$ cat src/rtl/mem_arb_pkg.sv
// Shared constants for the video/CPU memory arbiter: FSM states, slot phases, steal counter width.
package mem_arb_pkg;

   localparam int CNT_W = 3;

   localparam logic [1:0] NORMAL  = 2'd0;
   localparam logic [1:0] BA_WAIT = 2'd1;
   localparam logic [1:0] STEAL   = 2'd2;

   localparam logic SLOT_VID = 1'b0;
   localparam logic SLOT_CPU = 1'b1;

endpackage

$ cat src/rtl/mem_arbiter.sv
// Time-slices one RAM between a 6502 (odd slots) and a video fetcher (even slots, or all slots during a steal).
// Video data returns one cycle after its slot; the CPU is held off through cpu_ce, with cpu_rdy warning BA_DELAY slots ahead.
module mem_arbiter
   import mem_arb_pkg::*;
#(
   parameter int BA_DELAY = 3
) (
   input  logic        clk,
   input  logic        reset,
   input  logic [15:0] cpu_ab,
   input  logic [7:0]  cpu_do,
   input  logic        cpu_we,
   output logic [7:0]  cpu_di,
   output logic        cpu_ce,
   output logic        cpu_rdy,
   input  logic        vid_req,
   input  logic [15:0] vid_ab,
   input  logic        vid_steal,
   output logic [7:0]  vid_data,
   output logic        vid_valid,
   output logic [15:0] ram_ab,
   output logic [7:0]  ram_do,
   output logic        ram_we,
   input  logic [7:0]  ram_di
);

   localparam logic [CNT_W-1:0] CNT_ONE  = CNT_W'(1);
   localparam logic [CNT_W-1:0] CNT_LOAD = CNT_W'(BA_DELAY);

   logic             phase;
   logic [1:0]       state;
   logic [CNT_W-1:0] cnt;
   logic             vid_own;

   assign vid_own = (phase == SLOT_VID) || (state == STEAL);
   assign cpu_rdy = (state == NORMAL);
   assign cpu_di  = ram_di;
   assign ram_do  = cpu_do;

   always_ff @(posedge clk) begin
      if (!reset) begin
         phase     <= SLOT_VID;
         state     <= NORMAL;
         cnt       <= '0;
         vid_valid <= 1'b0;
         vid_data  <= 8'h00;
      end else begin
         phase     <= ~phase;
         vid_valid <= vid_own & vid_req;
         if (vid_own && vid_req)
            vid_data <= ram_di;

         // Dropping vid_steal always wins over the countdown.
         case (state)
            NORMAL: begin
               if (vid_steal) begin
                  state <= BA_WAIT;
                  cnt   <= CNT_LOAD;
               end
            end
            BA_WAIT: begin
               if (!vid_steal) begin
                  state <= NORMAL;
               end else if (phase == SLOT_CPU) begin
                  cnt <= cnt - CNT_ONE;
                  if (cnt == CNT_ONE)
                     state <= STEAL;
               end
            end
            STEAL: begin
               if (!vid_steal)
                  state <= NORMAL;
            end
            default: state <= NORMAL;
         endcase
      end
   end

   // During BA_WAIT a 6502 write cycle cannot be stretched, so writes go through and reads stall.
   always_comb begin
      ram_ab = vid_ab;
      ram_we = 1'b0;
      cpu_ce = 1'b0;
      if (phase == SLOT_CPU) begin
         case (state)
            NORMAL: begin
               ram_ab = cpu_ab;
               ram_we = cpu_we;
               cpu_ce = 1'b1;
            end
            BA_WAIT: begin
               ram_ab = cpu_ab;
               ram_we = cpu_we;
               cpu_ce = cpu_we;
            end
            default: begin
               ram_ab = vid_ab;
            end
         endcase
      end
      if (!reset) begin
         ram_we = 1'b0;
         cpu_ce = 1'b0;
      end
   end

endmodule

$ cat config.mk
export PLATFORM = sky130hd
export DESIGN_NAME = mem_arbiter
export DESIGN_NICKNAME = d
export VERILOG_FILES = /design/src/rtl/mem_arb_pkg.sv /design/src/rtl/mem_arbiter.sv
export SDC_FILE = /design/constraint.sdc
export NUM_CORES = 1
export LEC_CHECK = 0
export BUFFER_PORTS_ARGS = -buffer_cell sky130_fd_sc_hd__buf_2
export CORE_ASPECT_RATIO = 1.4
export CORE_MARGIN = 2
export CORE_UTILIZATION = 39
export CTS_CLUSTER_DIAMETER = 150
export DETAILED_ROUTE_END_ITERATION = 6
export PLACE_DENSITY = 0.92
export SKIP_LAST_GASP = 1
export SLEW_MARGIN = 20
export SYNTH_ARGS = -nofsm -noshare
export SYNTH_HDL_FRONTEND = slang
export SYNTH_SLANG_ARGS = --single-unit
$ cat constraint.sdc
create_clock -name clk -period 2.52 [get_ports clk]
set_clock_uncertainty 0.05 [all_clocks]
set_input_delay 0.252 -clock clk [delete_from_list [all_inputs] [get_ports clk]]
set_output_delay 0.252 -clock clk [all_outputs]
set_load 0.01 [all_outputs]
* After elaboration in Yosys (flattened, before gate mapping) *
Index checks and enable logic that the tools add are counted.

storage, ports and cells
  bits in latches = 0
  output and inout bits = 44
  RAM bits = 0
  bits in registers = 15
  memory bits (read-only) = 0
  memories = 0
  word-level logic and storage cells = 42
  bits of input ports = 53

cells by class
  divide/modulo/power cells = 0
  mux-type cells = 18
  shifts and indexed selects = 0
  multipliers = 0
  add/subtract/negate cells = 1
  reduce and logical (&&, ||, !) cells = 7
  bitwise operators = 2
  equal/unequal tests = 9
  $lt $le $gt $ge = 0

operators by type and width
  operator                                                                  count
  16-bit two-way mux                                                        2
  2-bit two-way mux                                                         5
  3-bit two-way mux                                                         3
  4-bit AND reduction                                                       2
  2-bit inequality test (second input constant)                             3
  3-bit inequality test (second input constant)                             2
  2-bit case mux with 3 select lines                                        1
  3-bit case mux with 2 select lines                                        1
  1-bit two-way mux                                                         5
  3-bit by 1-bit equality test with 1-bit output (second input constant)    1
  3-bit by 1-bit subtractor with 3-bit output (second input constant)       1
  2-bit by 1-bit equality test with 1-bit output (second input constant)    1
  2-bit equality test (second input constant)                               1
  2-bit logical NOT                                                         1
  2-bit by 1-bit inequality test with 1-bit output (second input constant)  1
  1-bit case mux with 2 select lines                                        1
  2-bit nonzero test                                                        1
  2-bit OR reduction                                                        1
  1-bit AND                                                                 1
  1-bit logical AND                                                         1
  1-bit logical OR                                                          1
  1-bit inverter                                                            1

* Depth between registers and ports, before layout *
  depth after elaboration = 5
  mapped depth = 6
  mapped depth without buffers = 5

* Worst setup path after synthesis *
No wires, ideal clock.

  kind = flip-flop to output port
  from = register phase
  to = output port cpu_ce
  buffers on the path = 2
  arrival = 0.963 ns
  data required time = 2.218 ns
  stages on the path, launching flop included = 6
  slack = 1.255 ns
  path through = dfxtp_1 -> buf_6 -> and2b_1 -> buf_6 -> nand2_1 -> a21oi_1

between the ends
  longest elaborated chain between the ends = 2

ends and longest elaborated chain
  item                      line                source
  start: declaration        mem_arbiter.sv:30   logic phase;
  start signal: assignment  mem_arbiter.sv:48   phase <= ~phase;
  1-bit two-way mux         mem_arbiter.sv:84   if (phase == SLOT_CPU) begin
  1-bit two-way mux         mem_arbiter.sv:101  if (!reset) begin
  end: declaration          mem_arbiter.sv:14   output logic cpu_ce,

Every way passes these cells.

* Worst setup path after layout *
Same ends and word-level chain as after synthesis.

==> impl_metrics.toml <==
[outcome]
status = "finished clean"

[die]
io_pins = 97
num_rows = 21
die-area_um2 = 3040
core-area_um2 = 2440
die_w_um = 47.1
die_h_um = 64.4
initial_core_util_pct = 41.6

[place]
hpwl_um = 1980
place_area_um2 = 1270
routabilityCongestion = 0.851
portBuffers = 80

[timing]
setup_tns_ps = 0
tightest_slew_ps = 599
setup_viol_count_final = 0
rsz0062_at_grt = "false"
finalCritPeriodShare_pct = 81.0
relSlewSlack_pct = 59.8
fmax_mhz = 490
hold_viol = 0
period_needed_ps = 2040
slew_viol_final = 0

[pwr]
ir_worst_vdd_uv = 278
power.leakage_nw = 0.752
power.density_nw_per_um2 = 439

[cells_and_area]
nFillCells = 249
diodes = 0
area_growth_pct = 27.8
drive_above_1_share_pct = 40.8
num-nets-final = 262
design_area_um2 = 1300

[cts]
cts_resized = 0
cts_setup_buffers = 0
htreeDepth = 1
clk_latency_ps = 280
cts_sinks = 15
holdBufCountCts = 0
clockBufferDepth = 2
clk_pin_slew_ps = 90
cts_tree = "built"
cts-root-buf = "clkbuf_4"
cts_buffers = 3

[worst_setup_path]
crit_fanout = 18
r2r_end = "vid_data[2]"
worst_setup_path_end_kind = "primary output"
reg2reg_from = "state[0]"
worstRegToRegCells = 3
startpoint_type = "flop"
critPathRequiredTime_ps = 2220
worst-r2r-setup-slack_ps = 1070
critPathKind = "reg -> out"
arrival_ps = 1740

[detailed_routing]
drt_iter0_markers = 10
drc_errors = 0
vias = 1089
wl_per_cell_um = 10.0
ant_nets = 0
via_per_inst = 4.54
first_pass_iters = 3
routed_wl_um = 2410

[synth]
synthTopCellsByArea = "dfxtp_1 30%, nand2_1 25%, buf_4 13%"
syn_avg_cell_area_um2 = 6.96
ys_types = 24
syn_nets = 201
synth_seq_cells = 15
ys.flop_type = "dfxtp_1"
yosysWarnings = 0
yosysMostFrequentCell = "nand2_1"
seq_area_frac_synth_pct = 29.6
synth_area_um2 = 1020
synthCells = 146
synth_common_cells = "68 x nand2_1, 17 x buf_4, 15 x dfxtp_1, 8 x mux2i_1"
synth_top_area_share_pct = 29.6
synth_area_leader_cell = "dfxtp_1"
synth-edff-count = 0
async_reset_ff_share_pct = 0

[flow_run]
timing.max_cap.violations = 0

[min_path]
holdCritStartpoint = "ram_di[5]"
hold_class = "in -> reg"
hold_path_end = "vid_data[5]"
min_path_cells = 3

[global_route]
overflow = 0
grt_max_degree = 25
antenna_found_initial = 0
grt_pass1_vias = 932
track_usage_pct = 15.6
grt_pass1_wl_um = 3470
layout by cell type (no fill, tap or decap), types with 2 or more instances in the layout:
cell and count:
dfxtp_1 15, buf_2 80, clkbuf_4 3, nor2b_1 3, a21oi_1 4, nor2_1 2
inv_1 3, a21boi_0 2, nand2b_1 3, mux2i_1 8, o21ai_0 4, ha_1 2
nand2_1 68
worst max path at each step:
stage,end,from
global route,ram_we,phase
detailed placement,cpu_ce,phase
global placement,cpu_ce,phase
finish,cpu_ce,phase
floorplan,cpu_ce,phase
CTS,cpu_ce,phase
per-stage QoR:
step                      hold slack, ps  total power, mW  std cells  worst slack, ps  util (%)
after floorplan                      318            0.391        146             1260         -
after global placement               389            0.440        236              848      52.1
after detailed placement             402            0.442        236              797      52.1
after CTS                            159            0.578        240              479      53.1
after global routing                 170            0.612        240              287      53.1
final                                168            0.570        240              478      53.1
routing by layer:
metal  track usage [%]  wire, µm
met5                 0         0
met4              8.33        45
met1              14.6       980
met3              3.67       265
met2              28.6      1110
registers in the layout, indices dropped and copies added, names as in the netlist:
register and cells:
cnt 3, phase 1, state 2, vid_data 8, vid_valid 1
where the power goes:
part	switching, mW	total, mW	internal (mW)
logic	0.0914	0.173	0.0814
clock network	0.0731	0.134	0.0613
registers	0.0113	0.262	0.251
logic make-up (layout without fill, tap and decap cells):
logic type	count (synthesis)	count (layout)	synth area share, %
muxes	8	8	7.88
and+or+nand+nor	81	81	32.9
adders and majority gates	2	2	2.46
AOI/OAI and AO/OA	13	13	7.76
DFF	15	15	29.6
buffers and inverters	27	87	19.5
worst max-delay path: stages, from the launching register on:
cell and delay [ps]:
dfxtp_1 520, and2b_1 510, nand2_1 160, a21oi_1 130
buf_2 140
area by class of cell:
type / count / area [µm²] / share of cell area, %
multi-input cells: 104 / 518 / 39.9
well taps: 34 / 42.5 / 3.28
inverters: 3 / 11.3 / 0.867
repair buffers: 80 / 400 / 30.8
flip-flops and latches: 15 / 300 / 23.1
clock buffers: 4 / 26.3 / 2.02
Note: power is estimated with default switching activity, not from simulation.
